### config.mk
export PLATFORM = sky130hd
export DESIGN_NAME = traffic_ped_scheduler
export DESIGN_NICKNAME = d
export VERILOG_FILES = /design/src/rtl/traffic_ped_scheduler.sv
export SDC_FILE = /design/constraint.sdc
export NUM_CORES = 1
export LEC_CHECK = 0
export CAP_MARGIN = 25
export CORE_AREA = 2 2 45 47
export DETAILED_ROUTE_END_ITERATION = 10
export DIE_AREA = 0 0 47 49
export PLACE_DENSITY = 0.87
export SLEW_MARGIN = 15
export SYNTH_ARGS = -nofsm -noshare
export SYNTH_HDL_FRONTEND = slang
export SYNTH_SLANG_ARGS = --single-unit
### constraint.sdc
create_clock -name clk -period 2.4 [get_ports clk]
set_input_delay 0.48 -clock clk [delete_from_list [all_inputs] [get_ports clk]]
set_output_delay 0.48 -clock clk [all_outputs]
set_load 0.01 [all_outputs]
### src/rtl/traffic_ped_scheduler.sv
// Traffic-light phase scheduler for a main road, a side road and a pedestrian crossing.
// The one-hot phase register drives the lamps directly, so light is also the FSM state.
module traffic_ped_scheduler #(
    parameter int unsigned T_MG  = 8,
    parameter int unsigned T_Y   = 2,
    parameter int unsigned T_SG  = 5,
    parameter int unsigned T_PED = 4
) (
    input  logic       clk,
    input  logic       rst,
    input  logic       ped_req,
    input  logic       side_car,
    output logic [4:0] light,
    output logic       on,
    output logic       ped_wait,
    output logic       side_wait
);

    typedef enum logic [4:0] {
        MAIN_GREEN  = 5'b00001,
        MAIN_YELLOW = 5'b00010,
        SIDE_GREEN  = 5'b00100,
        SIDE_YELLOW = 5'b01000,
        PED_WALK    = 5'b10000
    } state_t;

    localparam logic [7:0] MG_LAST  = 8'(T_MG - 1);
    localparam logic [7:0] Y_LAST   = 8'(T_Y - 1);
    localparam logic [7:0] SG_LAST  = 8'(T_SG - 1);
    localparam logic [7:0] PED_LAST = 8'(T_PED - 1);

    state_t     state, state_nx;
    logic [7:0] timer, timer_nx;
    logic       ped_nx, side_nx;
    logic       entering;

    always_comb begin
        state_nx = state;
        case (state)
            MAIN_GREEN:
                if (timer == MG_LAST && (ped_wait || side_wait)) state_nx = MAIN_YELLOW;
            MAIN_YELLOW:
                if (timer == Y_LAST) begin
                    if (ped_wait)       state_nx = PED_WALK;
                    else if (side_wait) state_nx = SIDE_GREEN;
                    else                state_nx = MAIN_GREEN;
                end
            PED_WALK:
                if (timer == PED_LAST) begin
                    if (side_wait) state_nx = SIDE_GREEN;
                    else           state_nx = MAIN_GREEN;
                end
            SIDE_GREEN:
                if (timer == SG_LAST) state_nx = SIDE_YELLOW;
            SIDE_YELLOW:
                if (timer == Y_LAST) state_nx = MAIN_GREEN;
            default:
                state_nx = MAIN_GREEN;
        endcase
    end

    // Main green holds its timer at the minimum so it can wait for a request indefinitely.
    always_comb begin
        entering = (state_nx != state);
        timer_nx = timer + 8'd1;
        if (entering)
            timer_nx = 8'd0;
        else if (state == MAIN_GREEN && timer == MG_LAST)
            timer_nx = timer;

        // Clearing on the entry edge wins over a request sampled on that same edge.
        ped_nx  = ped_wait | ped_req;
        side_nx = side_wait | side_car;
        if (entering && state_nx == PED_WALK)   ped_nx  = 1'b0;
        if (entering && state_nx == SIDE_GREEN) side_nx = 1'b0;
    end

    always_ff @(posedge clk) begin
        if (rst) begin
            state     <= MAIN_GREEN;
            timer     <= 8'd0;
            ped_wait  <= 1'b0;
            side_wait <= 1'b0;
        end else begin
            state     <= state_nx;
            timer     <= timer_nx;
            ped_wait  <= ped_nx;
            side_wait <= side_nx;
        end
    end

    assign light = state;
    assign on    = light[4];

endmodule

==> impl_metrics.py <==
metrics = {
    "clock_network": {
        "ctsLongestPathBuffers": 2,
        "clock_sinks": 15,
        "cts_tree": "built",
        "cts_hold_buf": 0,
        "numCtsBuffers": 3,
        "cts-root-buf": "clkbuf_4",
        "htreeDepth": 1,
        "clk_pin_slew_ns": 0.09,
        "worstSkewPairLatency_ns": 0.28,
        "cts_setup_buffers": 0,
        "cts_resized": 0,
    },
    "place": {
        "placed_cells": 150,
        "routabilityCongestion": 0.917,
        "hpwl_mm": 1.62,
        "port_buffers": 11,
    },
    "global_route": {
        "track_usage": 0.199,
        "antenna_found_initial": 0,
        "globalRoute.totalOverflow": 0,
        "grt_pass1_wl_mm": 3.42,
        "grt_pass1_vias": 815,
        "grt_max_degree": 11,
    },
    "worst_hold_path": {
        "hold_path.class": "flip-flop to flip-flop",
    },
    "power_and_ir_drop": {
        "power_density_nw_per_um2": 425,
        "power_leakage_nw": 0.404,
        "peakVddDrop_uv": 415,
        "p_total_w": 0.000471,
    },
    "floorplanning": {
        "rows": 16,
        "pin_count": 12,
        "die_w_um": 47,
        "start_util": 0.507,
        "die_height_um": 49,
        "die-area_sq_um": 2300,
        "core_area_sq_um": 1840,
    },
    "finish": {
        "final_common_cell": "nor2_1",
        "area_growth_syn_to_layout_pct": 18.6,
        "final_cell_mix": "21 x nor2_1, 15 x dfxtp_1, 11 x nand3_1, 11 x clkdlybuf4s50_1",
        "n_antenna_cell": 0,
        "final_layout_size_suffix_gt1_frac": 0.157,
        "layout.nets": 135,
        "final_cell_count_no_fill": 154,
    },
    "synth": {
        "ys_seq_elements": 15,
        "synth_compound_area_frac": 0.169,
        "synthAdderAreaFrac": 0.0402,
        "synth_cell_types": 34,
        "synth.cell_area_sq_um": 933,
        "yosysSeqAreaShare": 0.322,
        "synth_top_family_by_area": "simple AND/OR/NAND/NOR gates",
        "synth_top_cells_by_area": "dfxtp_1 32%, nor2_1 8.4%, nand3_1 5.9%, xnor2_1 5.6%, ha_1 4.0%",
        "avgSynthCellArea_sq_um": 8.19,
        "yosys.area_share.xor_xnor": 0.0751,
        "synth_nets": 121,
        "synth.top_cell.area_share": 0.322,
        "synthMuxAreaShare": 0.0107,
        "syn_inst": 114,
        "yosys_warnings": 0,
        "synth_simple_gate_area_frac": 0.302,
        "synth_top_area_cell": "dfxtp_1",
    },
    "sta": {
        "max_slew.worst_pin.slew_ns": 0.548,
        "slew_headroom": 0.631,
        "finalSetupTns_ns": 0,
        "finalCriticalPeriod_ns": 2.18,
        "slew_viol_final": 0,
        "period_share": 0.908,
        "rsz0062_at_grt": "false",
        "clock_skew_ns": 0.00142,
        "setup_viol": 0,
        "hold_violations": 0,
        "clock.fmax_mhz": 459,
    },
    "run_status": {
        "status": "finished clean",
    },
    "setup_path": {
        "critical_path.cell_chain": "or4_4 -> nor4_4 -> nor2_2 -> o41ai_4 -> nor2_1",
        "crit_buf_inv": 0,
        "cp.required_ns": 2.56,
        "cp_top_family": "simple AND/OR/NAND/NOR gates",
        "slowest_delay_ns": 0.59,
        "cp-start-kind": "flip-flop",
        "crit_slowest_cell": "or4_4",
        "endpoint_kind": "flip-flop",
        "worstPathMaxFanout": 8,
        "crit_arrival_ns": 2.33,
        "path_class": "flip-flop to flip-flop",
    },
    "drt": {
        "drc": 0,
        "first_pass_iters": 4,
        "drt_iter0_markers": 19,
        "num_vias": 866,
        "routed_via_density": 5.62,
        "routed_wl_mm": 2.02,
        "postRouteAntennaNets": 0,
        "wl_per_cell_um": 13.1,
    },
    "run": {
        "maxCapViolations": 0,
    },
}
==> synthesized netlist by cell type, drive strengths merged <==
library cell	count
or4	1
or3b	1
o211ai	3
xnor2	6
a21boi	1
or2	1
o21ai	4
a31oi	5
nor2	22
nor4	5
nor3	3
dfxtp	15
mux2i	1
buf	6
ha	3
or4b	1
clkbuf	3
nor4b	1
inv	7
o211a	1
nand2	5
o31ai	1
a21oi	1
o41ai	1
a311oi	1
o2bb2ai	2
xor2	2
nand3	11
==> worst reg2reg max path: cells and delay by family (launching register included) <==
family | cells | cell delay, ns
AND/OR/NAND/NOR | 4 | 1.13
AO/OA/AOI/OAI | 1 | 0.56
flip-flops | 1 | 0.36
==> stage by stage <==
stage | setup slack (ns) | utilization | hold WS [ns] | cell area, sq um
3_5_place_dp | 0.252 | 0.586 | 0.519 | 1080
6_report | 0.221 | 0.601 | 0.533 | 1110
3_3_place_gp | 0.322 | 0.586 | 0.503 | 1080
5_1_grt | 0.0965 | 0.601 | 0.568 | 1110
4_1_cts | 0.222 | 0.601 | 0.540 | 1110
2_1_floorplan | 0.377 | - | 0.485 | 933
==> metal layers <==
metal	global-route usage	part of all wire	up-vias
met3	0.0556	0.050	4
met1	0.243	0.42	408
met2	0.320	0.51	31
li1	-	-	423
met5	0	0	-
met4	0.0787	0.018	0
==> final cells by class <==
class	instances	area, sq um
fillers	172	734
multi-input cells	83	557
flip-flops and latches	15	300
repair buffers	18	163
well taps	27	33.8
inverters	7	26.3
clock buffers	3	22.5
clock inverters	1	5.00
==> power breakdown <==
part / switching [W] / internal, W / leakage, nW
clock: 0.0000809 / 0.0000619 / 0.0177
combinational: 0.0000330 / 0.0000302 / 0.264
sequential: 0.00000883 / 0.000256 / 0.122
total: 0.000123 / 0.000348 / 0.404
==> path summary, 6_finish.rpt <==
check	start	end	slack [ns]	cells after the start
max	timer[3]$_SDFFE_PP0N_	timer[5]$_SDFFE_PP0N_	0.22	5
max reg2reg	timer[3]$_SDFFE_PP0N_	timer[5]$_SDFFE_PP0N_	0.22	5
min reg2reg	ped_wait$_SDFF_PP0_	ped_wait$_SDFF_PP0_	0.53	1
min	ped_wait$_SDFF_PP0_	ped_wait$_SDFF_PP0_	0.53	1
==> cells by family (layout without fill, tap and decap cells) <==
kind of cell / count (synthesis) / count (layout)
buffers and inverters: 16 / 29
AND/OR/NAND/NOR: 51 / 51
AO/OA/AOI/OAI: 20 / 20
multiplexers: 1 / 1
XOR/XNOR: 8 / 8
adder cells (fa/ha/maj): 3 / 3
flip-flops: 15 / 15
==> flip-flops by register name (all words and copies together) (netlist names) <==
signal,flops
ped_wait,1
light,5
side_wait,1
timer,8
No activity file was read; power rests on OpenSTA's default activity.
